==> src/rtl/training_ctrl.sv <==
// Link-training sequencer: drives preamble and detector phases, checks the
// detected clock divider against a window and retries or gives up.
module training_ctrl #(
    parameter int unsigned DIV_WIDTH = 8,
    parameter int unsigned MAX_RETRY = 3,
    parameter int unsigned TIMEOUT   = 1024,
    localparam int unsigned RETRY_W  = (MAX_RETRY > 0) ? $clog2(MAX_RETRY + 1) : 1
) (
    input  logic                 clk,
    input  logic                 rst_n,
    input  logic                 train_req,
    input  logic                 abort,
    input  logic [DIV_WIDTH-1:0] div_min,
    input  logic [DIV_WIDTH-1:0] div_max,
    output logic                 pre_start,
    input  logic                 pre_done,
    output logic                 det_start,
    input  logic                 det_done,
    input  logic [DIV_WIDTH-1:0] det_clk_div,
    output logic [DIV_WIDTH-1:0] clk_div_out,
    output logic                 busy,
    output logic                 link_up,
    output logic                 fail,
    output logic [RETRY_W-1:0]   retry_cnt
);

    localparam int unsigned TMR_W = (TIMEOUT > 1) ? $clog2(TIMEOUT) : 1;

    typedef enum logic [2:0] {
        S_IDLE,
        S_SEND,
        S_DETECT,
        S_CHECK,
        S_LINKED,
        S_FAIL
    } state_e;

    state_e               state_q, state_d;
    logic [TMR_W-1:0]     timer_q, timer_d;
    logic [RETRY_W-1:0]   retry_q, retry_d;
    logic [DIV_WIDTH-1:0] cap_q, cap_d;
    logic [DIV_WIDTH-1:0] div_q, div_d;
    logic                 pre_start_q, pre_start_d;
    logic                 det_start_q, det_start_d;
    logic                 busy_q, busy_d;
    logic                 link_q, link_d;
    logic                 fail_q, fail_d;
    logic                 req_prev_q;

    logic                 phase_expired;
    logic                 cap_in_range;
    logic                 att_fail;

    assign phase_expired = (timer_q == TMR_W'(TIMEOUT - 1));
    assign cap_in_range  = (cap_q >= div_min) && (cap_q <= div_max);

    // Next-state and registered-output decode; abort overrides everything.
    always_comb begin
        state_d     = state_q;
        timer_d     = '0;
        retry_d     = retry_q;
        cap_d       = cap_q;
        div_d       = div_q;
        att_fail    = 1'b0;

        if (abort) begin
            state_d = S_IDLE;
        end else begin
            case (state_q)
                S_IDLE: begin
                    if (train_req) begin
                        state_d = S_SEND;
                        retry_d = '0;
                    end
                end
                S_SEND: begin
                    if (pre_done) begin
                        state_d = S_DETECT;
                    end else if (phase_expired) begin
                        att_fail = 1'b1;
                    end else begin
                        timer_d = timer_q + TMR_W'(1);
                    end
                end
                S_DETECT: begin
                    if (det_done) begin
                        cap_d   = det_clk_div;
                        state_d = S_CHECK;
                    end else if (phase_expired) begin
                        att_fail = 1'b1;
                    end else begin
                        timer_d = timer_q + TMR_W'(1);
                    end
                end
                S_CHECK: begin
                    if (cap_in_range) begin
                        state_d = S_LINKED;
                        div_d   = cap_q;
                    end else begin
                        att_fail = 1'b1;
                    end
                end
                S_LINKED: begin
                    if (train_req && !req_prev_q) begin
                        state_d = S_SEND;
                        retry_d = '0;
                    end
                end
                S_FAIL: begin
                    if (!train_req) begin
                        state_d = S_IDLE;
                    end
                end
                default: state_d = S_IDLE;
            endcase

            if (att_fail) begin
                if (retry_q < RETRY_W'(MAX_RETRY)) begin
                    retry_d = retry_q + RETRY_W'(1);
                    state_d = S_SEND;
                end else begin
                    state_d = S_FAIL;
                end
            end
        end

        // A failed SEND re-enters SEND, so entry is not just a state change.
        pre_start_d = (state_d == S_SEND) && ((state_q != S_SEND) || att_fail);
        det_start_d = (state_d == S_DETECT) && (state_q != S_DETECT);
        busy_d      = (state_d == S_SEND) || (state_d == S_DETECT) || (state_d == S_CHECK);
        link_d      = (state_d == S_LINKED);
        fail_d      = (state_d == S_FAIL);
    end

    always_ff @(posedge clk or negedge rst_n) begin
        if (!rst_n) begin
            state_q     <= S_IDLE;
            timer_q     <= '0;
            retry_q     <= '0;
            cap_q       <= '0;
            div_q       <= '0;
            pre_start_q <= 1'b0;
            det_start_q <= 1'b0;
            busy_q      <= 1'b0;
            link_q      <= 1'b0;
            fail_q      <= 1'b0;
            req_prev_q  <= 1'b0;
        end else begin
            state_q     <= state_d;
            timer_q     <= timer_d;
            retry_q     <= retry_d;
            cap_q       <= cap_d;
            div_q       <= div_d;
            pre_start_q <= pre_start_d;
            det_start_q <= det_start_d;
            busy_q      <= busy_d;
            link_q      <= link_d;
            fail_q      <= fail_d;
            req_prev_q  <= train_req;
        end
    end

    assign pre_start   = pre_start_q;
    assign det_start   = det_start_q;
    assign busy        = busy_q;
    assign link_up     = link_q;
    assign fail        = fail_q;
    assign retry_cnt   = retry_q;
    assign clk_div_out = div_q;

endmodule

==> config.mk <==
export PLATFORM = sky130hd
export DESIGN_NAME = training_ctrl
export DESIGN_NICKNAME = d
export VERILOG_FILES = /design/src/rtl/training_ctrl.sv
export SDC_FILE = /design/constraint.sdc
export NUM_CORES = 1
export LEC_CHECK = 0
export ABC_AREA = 0
export CAP_MARGIN = 15
export CORE_MARGIN = 4
export CORE_UTILIZATION = 45
export CTS_CLUSTER_SIZE = 25
export DETAILED_ROUTE_END_ITERATION = 10
export PLACE_DENSITY = 0.76
export SYNTH_ARGS = -nofsm -noshare
export SYNTH_HDL_FRONTEND = slang
export SYNTH_SLANG_ARGS = --single-unit
==> constraint.sdc <==
create_clock -name clk -period 2.15 [get_ports clk]
set_input_delay 0.3225 -clock clk [delete_from_list [all_inputs] [get_ports clk]]
set_output_delay 0.3225 -clock clk [all_outputs]
set_load 0.01 [all_outputs]
==> impl_table.tex <==
\begin{tabular}{lr}
\hline
Metric & Value \\
\hline
\multicolumn{2}{l}{\textbf{Outcome}} \\
Result of the run & complete, but fails checks \\
Violated checks & negative setup slack \\
\multicolumn{2}{l}{\textbf{Die}} \\
I/O pins & 45 \\
Die width & 75.6 um \\
Rows & 24 \\
Initial standard-cell utilization of the core & 46.9\% \\
Overall die area & 5710 sq um \\
Area of the core region & 4380 sq um \\
Die H & 75.6 um \\
\multicolumn{2}{l}{\textbf{Clocking}} \\
Clock latency reported for the late side of the worst-skew pair & 0.29 ns \\
Number of buffers created by CTS & 5 \\
TritonCTS sink count & 37 \\
Max H-tree Level & 2 \\
Number of buffers inserted by hold repair at cts & 0 \\
Root cell of the clock tree & sky130\_fd\_sc\_hd\_\_clkbuf\_8 \\
Clock tree from TritonCTS & built \\
Clock input transition at the sequential cells of the worst setup and hold paths & 0.08 ns \\
Clock Path Buffers & 2 \\
\multicolumn{2}{l}{\textbf{Setup path}} \\
Setup Crit Path Kind & reg2reg \\
Crit start category & register \\
Critical path required time & 2.33 ns \\
CP Capture Type & register \\
Slowest cell delay on critical path & 0.42 ns \\
Arrival time of data at the critical path endpoint & 2.45 ns \\
Slowest stage cell, crit path & sky130\_fd\_sc\_hd\_\_dfrtp\_1 \\
Maximum fanout along the worst path & 4 \\
Cells along the critical path & buf\_4 > ha\_1 > nand2\_2 > nor3\_4 > a21oi\_2 > a221oi\_4 > and4\_4 > buf\_6 > mux2\_2 \\
Number of cells traversed by the worst register-to-register path & 9 \\
\multicolumn{2}{l}{\textbf{Final layout}} \\
Most common cell after layout, fill and taps aside & sky130\_fd\_sc\_hd\_\_clkdlybuf4s50\_1 \\
Post-route non-filler standard cell count & 330 \\
Share of layout cells above drive strength 1 & 32.0\% \\
Utilization after layout & 69.1\% \\
Antenna cells & 0 \\
Net total in the final layout & 325 \\
Most used cells in the layout excluding fill and tap cells & sky130\_fd\_sc\_hd\_\_clkdlybuf4s50\_1, sky130\_fd\_sc\_hd\_\_dfrtp\_1, sky130\_fd\_sc\_hd\_\_buf\_4, sky130\_fd\_sc\_hd\_\_nor2\_1, sky130\_fd\_sc\_hd\_\_inv\_1 \\
P\&R area growth vs syn & 47.5\% \\
\multicolumn{2}{l}{\textbf{Power and ir drop}} \\
Pint & 1760 uW \\
Total Power Consumption & 2610 uW \\
Clock power frac & 23.2\% \\
Max rail drop VDD & 0.795 mV \\
Standby leakage power & 0.00139 uW \\
Pwr per Cell Area & 859 nW/um\^{}2 \\
Gate power share & 40.8\% \\
Sequential Power Share & 36.0\% \\
Switching power & 846 uW \\
Switching share of power & 32.5\% \\
\multicolumn{2}{l}{\textbf{Global routing}} \\
Via count of the first global-routing pass & 1,714 \\
Leftover overflow at the end of global routing & 0 \\
Global routing usage summed across all routing layers & 18.1\% \\
Largest net degree at the start of global routing & 38 \\
Antenna violations before repair & 0 \\
First-pass GRT wire length & 7800 um \\
\multicolumn{2}{l}{\textbf{STA}} \\
Unrepaired setup endpoints after global routing & true \\
Clock Skew & 0.00688 ns \\
Worst-case setup margin in the final layout & -0.113 ns \\
Final-report setup violation count & 11 \\
Least-Margin Pin Slew & 0.809 ns \\
Total Neg Setup Slack & -0.924 ns \\
Final hold violations & 0 \\
Time the final worst path needs with I/O delays and setup & 2.26 ns \\
Tcrit/Tclk final & 105\% \\
Fmax & 442 MHz \\
Number of max-slew violations in the final report & 0 \\
Slew Limit Headroom & 46.0\% \\
\multicolumn{2}{l}{\textbf{Synth}} \\
Proportion of netlist area held by the largest area contributor & 45.0\% \\
Fraction of synthesis flops using an asynchronous set or reset pin & 100\% \\
Synthesized area per cell & 10.1 sq um \\
Post-synth design cell area & 2060 sq um \\
Top FF cell, synth & sky130\_fd\_sc\_hd\_\_dfrtp\_1 \\
Cell variety after synth & 40 \\
Yosys reg bits & 37 \\
Number of instances in the synthesized netlist & 203 \\
Cell type with the highest aggregate area in the netlist & sky130\_fd\_sc\_hd\_\_dfrtp\_1 \\
Synthesis warning total & 0 \\
Proportion of synthesized chip area in sequential cells & 45.0\% \\
Mapped Nets & 251 \\
Number of synthesized flops with an enable pin & 0 \\
Synth top area cells & sky130\_fd\_sc\_hd\_\_dfrtp\_1, sky130\_fd\_sc\_hd\_\_ha\_1, sky130\_fd\_sc\_hd\_\_mux2\_2, sky130\_fd\_sc\_hd\_\_inv\_1, sky130\_fd\_sc\_hd\_\_nor2\_1 \\
\multicolumn{2}{l}{\textbf{Placed design}} \\
Inst Count DP & 317 \\
Last weighted congestion value of the routability-driven placer & 0.857 \\
Number of buffers inserted by port buffering & 44 \\
Worst slack after detailed placement & -0.577 ns \\
Final HPWL DP & 3340 um \\
\multicolumn{2}{l}{\textbf{Min path}} \\
Class of the tightest hold or removal check & in2async \\
\multicolumn{2}{l}{\textbf{Routing}} \\
Number of nets with antenna violations after detailed routing & 0 \\
Initial DRC count & 96 \\
Routed WL per cell & 14.3 um \\
Number of vias in the routed layout & 1,680 \\
First drt pass iteration count & 4 \\
Drc violations & 0 \\
Average vias per placed instance & 5.09 \\
Total detailed-routing wirelength & 4720 um \\
\multicolumn{2}{l}{\textbf{Job}} \\
Maximum capacitance violations & 0 \\
\hline
\end{tabular}
==> flip-flops by register name, indices dropped and copies added (netlist names) <==
| name | cells |
|---|---|
| pre_start | 1 |
| link_up | 1 |
| det_start | 1 |
| cap_q | 8 |
| clk_div_out | 8 |
| busy | 1 |
| timer_q | 10 |
| req_prev_q | 1 |
| retry_cnt | 2 |
| state_q | 3 |
| fail | 1 |
==> cells in the mapped netlist (all sizes together), types with 4 or more instances <==
cell type  instances
mux2              17
o21ai              8
dfrtp             37
inv               20
a21oi             10
nor2              20
nand2             13
xor2               6
nand3              6
nand4              4
buf                4
ha                18
nand2b             5
==> routing by layer <==
metal	vias up	wire length (um)	share of wire, %	track usage [%]
met4	0	46	0.98	4.66
met5	-	0	0	0
li1	844	-	-	-
met1	797	2100	45	23.5
met3	8	188	4.0	4.22
met2	31	2380	50	30.5
==> worst max-delay path, delay by kind of cell (launching register included) <==
family / cells / cell delay (ns)
flops: 1 / 0.42
mux: 1 / 0.32
compound gates: 2 / 0.30
fa+ha+maj: 1 / 0.28
simple gates: 3 / 0.55
buf+inv: 2 / 0.28
==> stage by stage <==
| stage | area [sq um] | hold slack (ns) |
|---|---|---|
| after CTS | 2980 | 0.142 |
| after global placement | 2720 | 0.457 |
| after floorplan | 2070 | 0.0269 |
| after detailed placement | 2720 | 0.466 |
| after global routing | 3030 | 0.180 |
| final | 3030 | 0.122 |
==> power groups by stage <==
stage	Clock, uW	Combinational, uW	Sequential, uW
CTS	620	947	932
finish	604	1060	937
global placement	0	824	912
detailed placement	0	847	912
global route	640	1190	953
floorplan	0	440	914
==> cell type report <==
type / instances / area (sq um)
tap: 52 / 65.1
sequential: 37 / 928
inverter: 20 / 75.1
timing repair buffer: 74 / 659
multi-input combinational: 139 / 1190
clock buffer: 5 / 68.8
clock inverter: 3 / 46.3
fill: 347 / 1350
==> cells by family after synthesis <==
logic type	after synthesis	share of synthesized area, %
adder cells (fa/ha/maj)	18	11.0
AO/OA/AOI/OAI	32	9.86
AND/OR/NAND/NOR	64	16.1
buffers and inverters	27	5.11
flip-flops	37	45.0
XOR/XNOR	8	3.41
multiplexers	17	9.49
==> final timing paths <==
check,start,endpoint,slack [ns]
setup / recovery,cap_q[6]$_DFFE_PN0P_,clk_div_out[6]$_DFFE_PN0P_,-0.11
hold / removal,rst_n,state_q[0]$_DFF_PN0_,0.12
setup reg to reg,cap_q[6]$_DFFE_PN0P_,clk_div_out[6]$_DFFE_PN0P_,-0.11
hold reg to reg,clk_div_out[6]$_DFFE_PN0P_,clk_div_out[6]$_DFFE_PN0P_,0.51
max in group asynchronous,rst_n,cap_q[2]$_DFFE_PN0P_,1.48
min in group clk,clk_div_out[6]$_DFFE_PN0P_,clk_div_out[6]$_DFFE_PN0P_,0.51
==> repair_timing <==
action | in CTS | in global routing
buffers inserted | 4 | 1
setup endpoints to repair | 14 | 16
resized for setup | 32 | 11
pin swaps | 13 | 8
Note: power is estimated with default switching activity, not from simulation.
==> variant (config.mk and constraints unchanged) <==
Set the parameter `DIV_WIDTH` to 10 (it was 8).
--- a/src/rtl/training_ctrl.sv
+++ b/src/rtl/training_ctrl.sv
@@ -2,5 +2,5 @@
 // detected clock divider against a window and retries or gives up.
 module training_ctrl #(
-    parameter int unsigned DIV_WIDTH = 8,
+    parameter int unsigned DIV_WIDTH = 10,
     parameter int unsigned MAX_RETRY = 3,
     parameter int unsigned TIMEOUT   = 1024,
Ports: changed (resized clk_div_out, det_clk_div, div_max and div_min); port bits go from 45 to 53. The function was not compared with the original's and may differ.
==> variant against the unedited design <==
Design area up 19%; the run still ends with negative setup slack left; total power up 15%; routed wire length up 35%; critical path type unchanged; setup slack worse by 0.24 ns; combinational power up 25%; synthesized area up 14%; synthesized cell count up 6.9%; sequential cell count up 4.
==> variant: results (changes against the unedited design) <==
global_route:
  met2_usage_pct: 34.7  # +4.2 points
  grt_pass1_wl_mm: 9.69  # +24%
  grtUsageTotal_pct: 19.5  # +1.5 points
  grt_pass1_vias: 2138  # +25%
  grt_use_met1_pct: 23.3  # -0.19 points
  met3_usage_pct: 3.59  # -0.63 points
yosys:
  synth_area_leaders: "dfrtp_1 44%, ha_1 12%, mux2_4 6.4%, mux2_2 4.8%, inv_1 4.0%"
  synth_xor_area_share_pct: 2.98  # -0.43 points
  syn-num-nets: 275  # +9.6%
  synth.yosys.seq_area_share_pct: 43.6  # -1.4 points
  synth_mux_area_share_pct: 11.2  # +1.7 points
  synth_commonest_cells: "41 x dfrtp_1, 25 x inv_1, 22 x ha_1, 16 x nor2_1, 13 x a21oi_1"
  ys_types: 48  # +20%
  synth_area_per_cell_sq_um: 10.8  # +7.0%
  synth_fa_ha_area_share_pct: 11.7  # +0.75 points
outcome:
  status: "complete, but fails checks"
  violations: "negative setup slack"
final_layout:
  final_layout_size_suffix_gt1_share_pct: 38.6  # +6.5 points
  nFillCells: 369  # +6.3%
routing:
  drt_iter0_markers: 153  # +59%
  routedWlPerCell_microns: 16.9  # +18%
  dr_wl_met2_mm: 3.33  # +40%
  viasPerCell: 5.23  # +2.8%
  vias: 1967  # +17%
placement:
  place_hpwl_mm: 4.10  # +23%
  io_buffers: 52  # +18%
  dpl-instance-area_sq_mm: 0.00318  # +17%
  place_ws_ns: -0.683  # -0.106 ns
  dp_cells: 364  # +15%
timing:
  setup_slack_ns: -0.351  # -0.239 ns
  fin_setup_tns_ns: -4.83  # -3.91 ns
  holdWs_ns: 0.000995  # -0.121 ns
  setup_violations: 25  # +14
  fin_skew_ns: 0.00729  # +0.000406 ns
worst_setup_path:
  cp_slowest_cell: "dfrtp_2"
  cp_max_fo: 5  # +1
  r2r-end: "cap_q[2]"
pwr:
  peakVddDrop_v: 0.000601  # -24%
-- variant: power breakdown --
part           total [mW]  internal, mW  switching, mW
logic                1.33         0.760          0.572
clock network       0.631         0.347          0.283
registers            1.04         0.895          0.142
total                3.00          2.00          0.997
-- variant: area by class of cell --
class | instances | area share (%)
multi-input combinational | 147 | 41.0
sequential | 41 | 28.5
inverter | 25 | 2.60
clock inverter | 3 | 1.28
tap | 70 | 2.43
timing repair buffer | 85 | 22.3
clock buffer | 5 | 1.91
-- variant: worst register-to-register path, stage by stage (launching register included) --
cell     delay [ns]
dfrtp_2        0.44
buf_4          0.15
ha_4           0.26
nand4_1        0.14
nor2_1         0.18
a21oi_2        0.12
a41oi_4        0.26
and3_4         0.24
o21a_4         0.16
buf_8          0.14
mux2_4         0.30
-- variant: repair_timing --
action,in CTS,in global routing
setup endpoints to repair,29,29
buffers inserted,3,3
gates resized for setup,16,48
cloned,1,0
pin swaps,8,25
